### src/rtl/cfg_dprio_status_capture_ctrl.sv
// Round-robin DPRIO status capture sequencer with four-phase write_en handshake.
// Define CFG_DPRIO_STATUS_TIMEOUT_EN to add the handshake watchdog and ABORT path.
module cfg_dprio_status_capture_ctrl #(
   parameter int NUM_CH         = 4,
   parameter int DATA_WIDTH     = 16,
   parameter int TIMEOUT_CYCLES = 255
) (
   input  logic                           clk,
   input  logic                           rst,
   input  logic [NUM_CH-1:0]              capture_req,
   output logic [NUM_CH-1:0]              write_en,
   input  logic [NUM_CH-1:0]              write_en_ack,
   input  logic [NUM_CH*DATA_WIDTH-1:0]   stat_data,
   output logic [DATA_WIDTH-1:0]          capture_data,
   output logic [$clog2(NUM_CH)-1:0]      capture_ch,
   output logic                           capture_valid,
   output logic                           timeout_err,
   output logic                           busy,
   output logic [NUM_CH-1:0]              pending
);

   localparam int CW = $clog2(NUM_CH);

   typedef enum logic [2:0] {
      S_IDLE,
      S_REQ,
      S_DROP,
      S_CAP
`ifdef CFG_DPRIO_STATUS_TIMEOUT_EN
      , S_ABORT
`endif
   } state_t;

   state_t                r_state;
   logic [NUM_CH-1:0]     r_we;
   logic [NUM_CH-1:0]     r_pend;
   logic [DATA_WIDTH-1:0] r_data;
   logic [CW-1:0]         r_ch;
   logic [CW-1:0]         r_ptr;
   logic                  r_valid;
   logic                  r_busy;
   logic                  r_rereq;

   logic [CW-1:0]         w_gnt;
   logic                  w_any;
   logic [CW-1:0]         w_ptr_nxt;
   logic [NUM_CH-1:0]     w_sel;
   logic [NUM_CH-1:0]     w_clr;
   logic                  w_ack;
   logic                  w_done;
   logic [DATA_WIDTH-1:0] w_word;

   // Scan from the pointer upward; the lowest offset wins, so iterate downward.
   always_comb begin
      w_any = 1'b0;
      w_gnt = '0;
      for (int k = NUM_CH - 1; k >= 0; k--) begin
         if (r_pend[(int'(r_ptr) + k) % NUM_CH]) begin
            w_any = 1'b1;
            w_gnt = CW'((int'(r_ptr) + k) % NUM_CH);
         end
      end
   end

   assign w_ptr_nxt = (w_gnt == CW'(NUM_CH - 1)) ? '0 : w_gnt + 1'b1;
   assign w_sel     = {{(NUM_CH-1){1'b0}}, 1'b1} << r_ch;
   assign w_ack     = write_en_ack[r_ch];
   assign w_word    = stat_data[r_ch*DATA_WIDTH +: DATA_WIDTH];

`ifdef CFG_DPRIO_STATUS_TIMEOUT_EN
   assign w_done = (r_state == S_CAP) || (r_state == S_ABORT);
`else
   assign w_done = (r_state == S_CAP);
`endif

   // A re-request seen during service keeps the bit alive past the clear.
   assign w_clr = (w_done && !r_rereq) ? w_sel : '0;

`ifdef CFG_DPRIO_STATUS_TIMEOUT_EN
   localparam logic [15:0] WD_LIM = 16'(TIMEOUT_CYCLES - 1);
   logic [15:0] r_wdog;
   logic        r_terr;
`endif

   always_ff @(posedge clk) begin
      if (rst) begin
         r_state <= S_IDLE;
         r_we    <= '0;
         r_pend  <= '0;
         r_data  <= '0;
         r_ch    <= '0;
         r_ptr   <= '0;
         r_valid <= 1'b0;
         r_busy  <= 1'b0;
         r_rereq <= 1'b0;
`ifdef CFG_DPRIO_STATUS_TIMEOUT_EN
         r_wdog  <= '0;
         r_terr  <= 1'b0;
`endif
      end else begin
         r_valid <= 1'b0;
`ifdef CFG_DPRIO_STATUS_TIMEOUT_EN
         r_terr  <= 1'b0;
`endif
         r_pend  <= (r_pend & ~w_clr) | capture_req;
         if (r_state != S_IDLE && capture_req[r_ch])
            r_rereq <= 1'b1;
         unique case (r_state)
            S_IDLE: begin
               if (w_any) begin
                  r_ch    <= w_gnt;
                  r_ptr   <= w_ptr_nxt;
                  r_state <= S_REQ;
                  r_busy  <= 1'b1;
                  r_rereq <= 1'b0;
`ifdef CFG_DPRIO_STATUS_TIMEOUT_EN
                  r_wdog  <= '0;
`endif
               end
            end
            S_REQ: begin
               r_we <= w_sel;
`ifdef CFG_DPRIO_STATUS_TIMEOUT_EN
               if (r_wdog == WD_LIM) begin
                  r_state <= S_ABORT;
               end else if (w_ack) begin
                  r_state <= S_DROP;
                  r_wdog  <= '0;
               end else begin
                  r_wdog  <= r_wdog + 16'd1;
               end
`else
               if (w_ack)
                  r_state <= S_DROP;
`endif
            end
            S_DROP: begin
               r_we <= '0;
`ifdef CFG_DPRIO_STATUS_TIMEOUT_EN
               if (r_wdog == WD_LIM)
                  r_state <= S_ABORT;
               else if (!w_ack)
                  r_state <= S_CAP;
               else
                  r_wdog  <= r_wdog + 16'd1;
`else
               if (!w_ack)
                  r_state <= S_CAP;
`endif
            end
            S_CAP: begin
               r_data  <= w_word;
               r_valid <= 1'b1;
               r_state <= S_IDLE;
               r_busy  <= 1'b0;
            end
`ifdef CFG_DPRIO_STATUS_TIMEOUT_EN
            S_ABORT: begin
               r_we    <= '0;
               r_terr  <= 1'b1;
               r_state <= S_IDLE;
               r_busy  <= 1'b0;
            end
`endif
            default: r_state <= S_IDLE;
         endcase
      end
   end

   assign write_en      = r_we;
   assign capture_data  = r_data;
   assign capture_ch    = r_ch;
   assign capture_valid = r_valid;
   assign busy          = r_busy;
   assign pending       = r_pend;
`ifdef CFG_DPRIO_STATUS_TIMEOUT_EN
   assign timeout_err   = r_terr;
`else
   assign timeout_err   = 1'b0;
`endif

endmodule

### config.mk
export PLATFORM = sky130hd
export DESIGN_NAME = cfg_dprio_status_capture_ctrl
export DESIGN_NICKNAME = d
export VERILOG_FILES = /design/src/rtl/cfg_dprio_status_capture_ctrl.sv
export SDC_FILE = /design/constraint.sdc
export NUM_CORES = 1
export LEC_CHECK = 0
export ABC_AREA = 1
export ABC_CLOCK_PERIOD_IN_PS = 4250
export CORE_MARGIN = 2
export CORE_UTILIZATION = 40
export DETAILED_ROUTE_END_ITERATION = 8
export HOLD_SLACK_MARGIN = 0.06
export PLACE_DENSITY = 0.83
export SLEW_MARGIN = 10
export SYNTH_ARGS = -nofsm -noshare
export SYNTH_HDL_FRONTEND = slang
export SYNTH_SLANG_ARGS = --single-unit
### constraint.sdc
create_clock -name clk -period 4.25 [get_ports clk]
set_clock_uncertainty 0.1 [all_clocks]
set_input_delay 0.6375 -clock clk [delete_from_list [all_inputs] [get_ports clk]]
set_output_delay 0.6375 -clock clk [all_outputs]
set_load 0.005 [all_outputs]
==> flow_metrics.py <==
metrics = {
    "power": {
        "sw_frac_of_total": 0.4215,
        "powerDensity_mw_per_mm2": 492.6,
        "pwr-share-seq": 0.299,
        "cellInternalPower_mw": 0.8423,
        "p_leak_nw": 1.189,
        "clockPowerShare": 0.154,
        "switchingPower_mw": 0.6136,
        "p_comb_frac": 0.547,
        "power_mw": 1.456,
        "ir_drop_mv": 0.1954,
    },
    "grt": {
        "antenna_found_initial": 0,
        "overflow": 0,
        "grt_pass1_vias": 2128,
        "grt_usage": 0.2322,
        "grt_pass1_wl_mm": 9.508,
        "grt_max_degree": 38,
    },
    "floorplanning": {
        "row_count": 24,
        "die_area_mm2": 0.005196,
        "dieWidth_um": 72.09,
        "initial_core_util": 0.4201,
        "die_y_um": 72.09,
        "ios": 103,
        "core_mm2": 0.004414,
    },
    "synth": {
        "post_synth_num_cell_types": 28,
        "syn-cell-area_mm2": 0.001854,
        "syn_nets": 330,
        "yosysSeqAreaShare": 0.3563,
        "ys_ff_latch": 33,
        "synth_warnings": 0,
        "synth.avg_cell_area_um2": 7.358,
        "syn_inst": 252,
    },
    "critical_path": {
        "crit_type": "input port to flip-flop",
        "crit_path_end_kind": "flip-flop",
        "critPathArrivalTime_ps": 2310,
        "worstPathMaxFanout": 21,
        "crit_required_ps": 4360,
        "r2r.worst_path.cells": 9,
        "start_kind": "input port",
    },
    "timing": {
        "maxSlewHeadroom": 0.4724,
        "post-route-min-period_ps": 2195,
        "finalMaxSlewViolations": 0,
        "final-hold-violation-count": 0,
        "worst_pin_slew_ps": 788.5,
        "setup_viol": 0,
        "rsz0062_at_grt": "no",
        "fmax_mhz": 455.5,
        "period_share": 0.5165,
        "tns_ps": 0,
        "setup_slack_ps": 2055,
    },
    "clocking": {
        "h-tree-depth": 2,
        "cts_resized": 0,
        "cts_buffers": 5,
        "clk_latency_ps": 290,
        "cts_tree": "yes",
        "clkSinkCount": 33,
        "postCtsHoldBufs": 0,
        "cts_max_path_buffers": 2,
        "root_buffer": "clkbuf_8",
        "postCtsSetupBuffers": 0,
        "path_clk_slew_ps": 60,
    },
    "placed_design": {
        "place.gp.congestion": 0.8651,
        "portBuffers": 101,
        "dp.cells": 392,
        "hpwl_mm": 4.250,
        "place_ws_ps": 1757,
    },
    "drt": {
        "ant_nets": 0,
        "drt_wl_total_mm": 5.557,
        "vias_per_cell": 5.323,
        "drt_iter0_drc": 134,
        "dr.pass1.iters": 4,
        "drc": 0,
        "vias": 2129,
        "wl_per_cell_um": 13.89,
    },
    "finish": {
        "layout_commonest_cell": "clkdlybuf4s50_1",
        "syn_to_final_growth_pct": 59.38,
        "n_antenna_cell": 0,
        "final_cells": 400,
        "layout_common_cells": "101 x clkdlybuf4s50_1, 49 x nand2_1, 33 x dfxtp_1",
        "drive_gt1_frac": 0.08621,
        "nets": 425,
        "final_util": 0.6695,
    },
    "worst_hold_path": {
        "hold_depth": 2,
        "hp-class": "flip-flop to flip-flop",
    },
    "run_status": {
        "outcome": "finished, final reports clean",
    },
    "job": {
        "cap_violations": 0,
    },
}
## synthesized netlist by cell type (all sizes together)
cell type | instances | area, um2
nand2 | 61 | 264.0
dfxtp | 33 | 660.6
a22oi | 32 | 240.2
inv | 28 | 112.6
o21ai | 22 | 110.1
a31oi | 17 | 106.4
a21oi | 14 | 81.33
nand3 | 13 | 75.07
clkbuf | 8 | 30.03
nor2 | 8 | 45.04
buf | 7 | 42.54
ha | 4 | 50.05
conb | 1 | 3.750
nand4 | 1 | 6.260
o2111ai | 1 | 8.760
o211a | 1 | 10.01
o21a | 1 | 7.510
## power groups by stage
stage / registers (mW) / clock network [mW] / logic [mW]
finish: 0.435 / 0.224 / 0.796
detailed placement: 0.441 / 0 / 0.795
global route: 0.445 / 0.241 / 0.908
CTS: 0.435 / 0.229 / 0.800
global placement: 0.440 / 0 / 0.777
floorplan: 0.424 / 0 / 0.545
## layout make-up
class,count,area [um2]
fill,388,1459
sequential,33,660.6
inverter,28,112.6
multi-input combinational,176,1011
tap,52,65.06
clock buffer,8,80.08
timing repair buffer,103,1026
## worst max-delay path, cell delays in order
cell             delay [ps]
clkdlybuf4s50_1         670
inv_1                   560
o21ai_0                 230
a31oi_1                 200
## logic make-up after synthesis
| logic type | count (synthesis) | share of synthesized area |
|---|---|---|
| DFF | 33 | 0.3563 |
| other | 1 | 0.002022 |
| buffers and inverters | 43 | 0.09986 |
| and+or+nand+nor | 83 | 0.2105 |
| AOI/OAI and AO/OA | 88 | 0.3043 |
| adders and majority gates | 4 | 0.02699 |
## stage by stage
step	hold slack, ps	instance area, um2
global route	401.1	2955
CTS	379.8	2953
global placement	359.2	2873
detailed placement	365.5	2873
floorplan	360.3	1854
finish	375.5	2955
## routing by layer
metal	routed length, um	vias to the layer above	GRT usage
li1	-	1063	-
met3	519	14	0.07500
met4	129	0	0.1006
met2	2745	91	0.3853
met1	2162	961	0.2744
met5	0	-	0
## path summary, 6_finish.rpt
check / start / to / slack [ps]
setup / recovery: rst / capture_data[10]$_SDFFE_PP0N_ / 2050
hold / removal: write_en[3]$_SDFFE_PP0P_ / write_en[3]$_SDFFE_PP0P_ / 380
setup reg to reg: capture_ch[1]$_SDFFE_PP0P_ / r_state[1]$_SDFFE_PP0P_ / 2120
hold reg to reg: write_en[3]$_SDFFE_PP0P_ / write_en[3]$_SDFFE_PP0P_ / 380
## registers in the layout, indices dropped and copies added (netlist names)
signal,count
capture_ch,2
capture_data,16
r_rereq,1
pending,4
busy,1
r_state,2
r_ptr,2
capture_valid,1
write_en,4
No activity file was read; power rests on OpenSTA's default activity.
